--- src/rtl/adder_share_ctrl.sv ---
// Nibble-serial wide adder sequencer that shares one external 4-bit adder slice
// between two round-robin requesters and returns tagged results on a valid/ready port.
module adder_share_ctrl #(
    parameter int NIBBLES = 4
) (
    input  logic                   clk,
    input  logic                   rst_n,
    input  logic                   req0_valid,
    input  logic [4*NIBBLES-1:0]   req0_a,
    input  logic [4*NIBBLES-1:0]   req0_b,
    input  logic                   req0_cin,
    output logic                   req0_ready,
    input  logic                   req1_valid,
    input  logic [4*NIBBLES-1:0]   req1_a,
    input  logic [4*NIBBLES-1:0]   req1_b,
    input  logic                   req1_cin,
    output logic                   req1_ready,
    output logic [3:0]             add_a,
    output logic [3:0]             add_b,
    output logic                   add_cin,
    input  logic [3:0]             add_s,
    input  logic                   add_cout,
    output logic                   rsp_valid,
    input  logic                   rsp_ready,
    output logic                   rsp_id,
    output logic [4*NIBBLES-1:0]   rsp_sum,
    output logic                   rsp_cout
);

    localparam int W  = 4 * NIBBLES;
    localparam int IW = (NIBBLES > 1) ? $clog2(NIBBLES) : 1;
    localparam logic [IW-1:0] LAST_IDX = IW'(NIBBLES - 1);
    localparam logic [IW-1:0] IDX_ONE  = IW'(1);
    localparam logic [IW-1:0] IDX_ZERO = IW'(0);

    typedef enum logic [1:0] {
        S_IDLE = 2'd0,
        S_RUN  = 2'd1,
        S_DONE = 2'd2
    } state_t;

    state_t          r_state;
    state_t          w_state_nxt;
    logic [IW-1:0]   r_idx;
    logic            r_carry;
    logic [W-1:0]    r_a;
    logic [W-1:0]    r_b;
    logic            r_cin;
    logic            r_id;
    logic            r_last;
    logic [W-1:0]    r_sum;
    logic            r_armed;

    logic            w_any_valid;
    logic            w_grant;
    logic            w_accept;
    logic            w_run;
    logic            w_done;
    logic [W-1:0]    w_a_shift;
    logic [W-1:0]    w_b_shift;

    // Round-robin: a lone requester wins; with both pending the one not served last wins.
    // r_armed keeps the first cycle after reset quiet.
    assign w_any_valid = req0_valid | req1_valid;
    assign w_grant     = (req0_valid & req1_valid) ? ~r_last : req1_valid;
    assign w_accept    = rst_n & r_armed & (r_state == S_IDLE) & w_any_valid;
    assign w_run       = rst_n & (r_state == S_RUN);
    assign w_done      = rst_n & (r_state == S_DONE);
    assign w_a_shift   = r_a >> {r_idx, 2'b00};
    assign w_b_shift   = r_b >> {r_idx, 2'b00};

    // State register
    always_ff @(posedge clk) begin
        if (!rst_n) begin
            r_state <= S_IDLE;
        end else begin
            r_state <= w_state_nxt;
        end
    end

    // Next-state logic
    always_comb begin
        w_state_nxt = r_state;
        case (r_state)
            S_IDLE: begin
                if (w_accept) begin
                    w_state_nxt = S_RUN;
                end else begin
                    w_state_nxt = S_IDLE;
                end
            end
            S_RUN: begin
                if (r_idx == LAST_IDX) begin
                    w_state_nxt = S_DONE;
                end else begin
                    w_state_nxt = S_RUN;
                end
            end
            S_DONE: begin
                if (rsp_ready) begin
                    w_state_nxt = S_IDLE;
                end else begin
                    w_state_nxt = S_DONE;
                end
            end
            default: w_state_nxt = S_IDLE;
        endcase
    end

    // Operand capture, nibble index, carry chain and sum accumulation
    always_ff @(posedge clk) begin
        if (!rst_n) begin
            r_idx   <= IDX_ZERO;
            r_carry <= 1'b0;
            r_a     <= {W{1'b0}};
            r_b     <= {W{1'b0}};
            r_cin   <= 1'b0;
            r_id    <= 1'b0;
            r_last  <= 1'b1;
            r_sum   <= {W{1'b0}};
            r_armed <= 1'b0;
        end else begin
            r_armed <= 1'b1;
            if (w_accept) begin
                r_a     <= w_grant ? req1_a : req0_a;
                r_b     <= w_grant ? req1_b : req0_b;
                r_cin   <= w_grant ? req1_cin : req0_cin;
                r_id    <= w_grant;
                r_last  <= w_grant;
                r_idx   <= IDX_ZERO;
                r_carry <= 1'b0;
                r_sum   <= {W{1'b0}};
            end else if (r_state == S_RUN) begin
                r_sum[{r_idx, 2'b00} +: 4] <= add_s;
                r_carry <= add_cout;
                if (r_idx != LAST_IDX) begin
                    r_idx <= r_idx + IDX_ONE;
                end else begin
                    r_idx <= r_idx;
                end
            end else begin
                r_idx <= r_idx;
            end
        end
    end

    // Output decode: requester readies, adder slice drive, response port
    always_comb begin
        req0_ready = 1'b0;
        req1_ready = 1'b0;
        add_a      = 4'd0;
        add_b      = 4'd0;
        add_cin    = 1'b0;
        rsp_valid  = 1'b0;
        rsp_id     = 1'b0;
        rsp_sum    = {W{1'b0}};
        rsp_cout   = 1'b0;
        if (w_accept) begin
            req0_ready = ~w_grant;
            req1_ready = w_grant;
        end else begin
            req0_ready = 1'b0;
            req1_ready = 1'b0;
        end
        if (w_run) begin
            add_a   = w_a_shift[3:0];
            add_b   = w_b_shift[3:0];
            add_cin = (r_idx == IDX_ZERO) ? r_cin : r_carry;
        end else begin
            add_a   = 4'd0;
            add_b   = 4'd0;
            add_cin = 1'b0;
        end
        if (w_done) begin
            rsp_valid = 1'b1;
            rsp_id    = r_id;
            rsp_sum   = r_sum;
            rsp_cout  = r_carry;
        end else begin
            rsp_valid = 1'b0;
            rsp_id    = 1'b0;
            rsp_sum   = {W{1'b0}};
            rsp_cout  = 1'b0;
        end
    end

endmodule

--- config.mk ---
export PLATFORM = sky130hd
export DESIGN_NAME = adder_share_ctrl
export DESIGN_NICKNAME = d
export VERILOG_FILES = /design/src/rtl/adder_share_ctrl.sv
export SDC_FILE = /design/constraint.sdc
export NUM_CORES = 1
export LEC_CHECK = 0
export ABC_AREA = 1
export BUFFER_PORTS_ARGS = -buffer_cell sky130_fd_sc_hd__clkbuf_2
export CAP_MARGIN = 10
export CORE_ASPECT_RATIO = 1.5
export CORE_UTILIZATION = 45
export DETAILED_ROUTE_END_ITERATION = 10
export GPL_ROUTABILITY_DRIVEN = 0
export PLACE_DENSITY = 0.77
export SLEW_MARGIN = 10
export SYNTH_ARGS = -nofsm -noshare
export SYNTH_HDL_FRONTEND = slang
export SYNTH_SLANG_ARGS = --single-unit
--- constraint.sdc ---
create_clock -name clk -period 1.88 [get_ports clk]
set_input_delay 0 -clock clk [delete_from_list [all_inputs] [get_ports clk]]
set_output_delay 0 -clock clk [all_outputs]
set_load 0.02 [all_outputs]
==> results.toml <==
[clock_tree]
htree_levels = 3
clk_path_buf_depth = 2
cts-root-buf = "clkbuf_8"
cts_tree = "built"
cts_sinks = 57
clock_latency_ns = 0.34
cts_inserted_buffers = 9
clk_pin_slew_worst_paths_ns = 0.06

[place]
dp.cells = 660
hpwl_um = 5890
portBuffers = 105

[routing]
drt-total-wl_um = 8680
routedWlPerCell_um = 11.9
vias = 3631
vias_per_cell = 4.97
ant_nets = 0
dr.pass1.iters = 4
drc = 0
drt_iter0_drc = 169

[synthesis]
synth.distinct_cells = 26
synth_seq_cells = 57
synth-xor-area-share_pct = 0.285
synth_compound_area_share_pct = 14.2
ys_top_cells_by_count = "nand2_1, a21oi_1, dfxtp_1"
yosysTopAreaCellShare_pct = 37.1
synth_edf_count = 0
yosys.cell_count.top_type = "nand2_1"
synth-simple-area-share_pct = 36.1
synth_top_family_by_area = "simple AND/OR/NAND/NOR gates"
seq_area_frac_synth_pct = 37.1
syn_avg_cell_area_um2 = 6.23
synth_mux_area_share_pct = 0
syn_area_um2 = 3070
synth_async_sr_flop_share_pct = 0
yosys_warnings = 0
synth_ff_type = "dfxtp_1"
synth_area_leaders = "dfxtp_1, nand2_1, a21oi_1, nor2_1, nand3_1"
synthAdderAreaFrac_pct = 2.04
synthesis.nets = 574
synth_largest_area_cell = "dfxtp_1"
synth_cells = 493

[global_routing]
antenna_found_initial = 0
gr-total-overflow = 0
grt_use_met1_pct = 27.3
grt_pass1_wl_um = 15100
grt_util_met2_pct = 50.1
grt_util_all_layers_pct = 26.2
grt_busiest_layer = "met2"
grt_pass1_vias = 3600
gr-usage-met3_pct = 5.14
grt_max_degree = 30

[setup_path]
r2r-start = "r_last$_SDFFE_PN1P_"
worst-path-stages = 6
crit_path_top_delay_cell = "dfxtp_2"
crit_required_ns = 1.88
cp_common_cell = "nand2_1"
path_class = "flop to primary output"
critPathMaxFanout = 14
crit_chain = "nor2_2, nand2_1, nor2_4, nand2_1, inv_1, clkbuf_2"
setup.worst_path.start_class = "flop"
max_stage_delay_ns = 0.36
path_delay_family = "simple AND/OR/NAND/NOR gates"
rr_endpoint = "r_b[1]$_SDFFE_PN0P_"
cp.buffers_inverters = 2
worstPathArrival_ns = 1.73
worst_r2r_path_depth = 7
setup.worst_path.start = "r_state[0]$_SDFF_PN0_"
crit_end = "req1_ready"
r2r_setup_slack_ns = 0.19
worstSetupEndpointType = "primary output"

[sta]
relSlewSlack_pct = 61.6
period_needed_ns = 1.73
tightest_slew_ns = 0.575
setup_tns_ns = 0
rsz0062_at_grt = "false"
holdWs_ns = 0.000501
hold_viol = 0
finalSetupViolCount = 0
worst_clock_skew_ns = 0.00381
period_share_pct = 92.1
fmax_mhz = 577
drv_slew = 0

[floorplanning]
fp.dieW_um = 69.5
start_util_pct = 47.0
coreArea_um2 = 6530
dieArea_um2 = 7170
num_rows = 36
io_pins = 106
die_h_um = 103

[cells_and_area]
fin_nets = 731
fin_cells = 731
multi_input_area_um2 = 1640
postLayoutCoreUtil_pct = 67.4
ff_latch_area_um2 = 1140
diodes = 0
layout-drive-gt1-share_pct = 22.4
fill_cells = 568
syn_to_final_growth_pct = 43.2

[worst_hold_path]
worstHoldPathType = "input port to flop"

[power]
leakage_nw = 1.99
ir_drop_mv = 0.450
powerDensity_nw_per_um2 = 669

[run]
cap_violations = 0

[run_status]
status = "complete, no violations"
-- state kept, by name, summed over array words and instances (netlist names), 2 cells and up --
register and flops:
r_sum 16, r_state 2, r_idx 2, r_a 16, r_b 16
-- tightest hold or removal path: stages --
cell and delay, ns:
clkbuf_2 0.07, nand2_1 0.04, nand2_1 0.08, nand2_1 0.05
o21ai_0 0.06
-- kinds of logic (layout without fill, tap and decap cells) --
group	Yosys count	after routing
and+or+nand+nor	275	275
AOI/OAI and AO/OA	85	85
buffers and inverters	70	232
DFF	57	57
adders and majority gates	5	5
xor gates and xnor gates	1	1
-- worst min-delay path by stage --
stage	endpoint	cells after the start	slack [ns]	start
after floorplan	r_armed$_DFF_P_	0	0.03	rst_n
after global placement	r_carry$_SDFFE_PP0P_	3	0.25	add_cout
after detailed placement	r_carry$_SDFFE_PP0P_	3	0.26	add_cout
after CTS	r_a[14]$_SDFFE_PN0P_	5	0.002	req0_a[14]
after global routing	r_b[6]$_SDFFE_PN0P_	5	0.03	req1_b[6]
final	r_b[6]$_SDFFE_PN0P_	5	0.0005	req1_b[6]
-- power by group --
group          internal (mW)  switching [mW]  total, mW
clock                  0.645           0.467       1.11
sequential              1.26          0.0238       1.28
combinational          0.263           0.288      0.551
-- cell usage in the layout, fill, tap and decap left out --
master,instances
nand2_8,1
nand3_2,1
dlygate4sd3_1,52
xor2_1,1
nor2_1,47
o211ai_1,2
bufinv_16,1
inv_2,3
nand2_1,181
a21oi_2,1
o21a_1,1
nand2_2,3
clkinvlp_4,1
ha_2,1
clkinv_1,2
clkbuf_2,105
o21ai_1,1
clkbuf_1,3
nor2_2,2
dfxtp_2,1
o21ai_0,22
buf_4,13
inv_1,39
clkinv_2,2
nand3b_1,1
dfxtp_1,56
clkbuf_8,10
nor3_1,4
nor2_4,1
a21oi_1,58
ha_1,4
nand3_1,34
buf_12,1
-- metal layers --
layer / routed length, um / up-vias
met5: 0 / -
met4: 278 / 0
met3: 388 / 27
met2: 4450 / 121
met1: 3560 / 1617
li1: - / 1866
-- stage by stage --
stage	setup slack, ns	total power [mW]	area (um2)
finish	0.148	2.94	4400
global route	0.00893	3.09	4400
CTS	0.0200	2.94	4350
detailed placement	0.243	1.74	3640
global placement	0.325	1.73	3640
floorplan	0.155	1.59	3070
-- cell type report --
cell class / count / area share [%]
multi-input combinational: 366 / 37.2
timing repair buffer: 171 / 26.5
clock inverter: 3 / 0.910
inverter: 45 / 3.92
clock buffer: 13 / 3.38
tap: 76 / 2.16
sequential: 57 / 26.0
-- timing repair --
item	CTS	global route
setup endpoints to repair	0	17
resized for setup	0	6
hold buffers	52	0
buffers inserted	0	3
endpoints found under the hold margin	36	0
(Power assumes the default switching activity.)
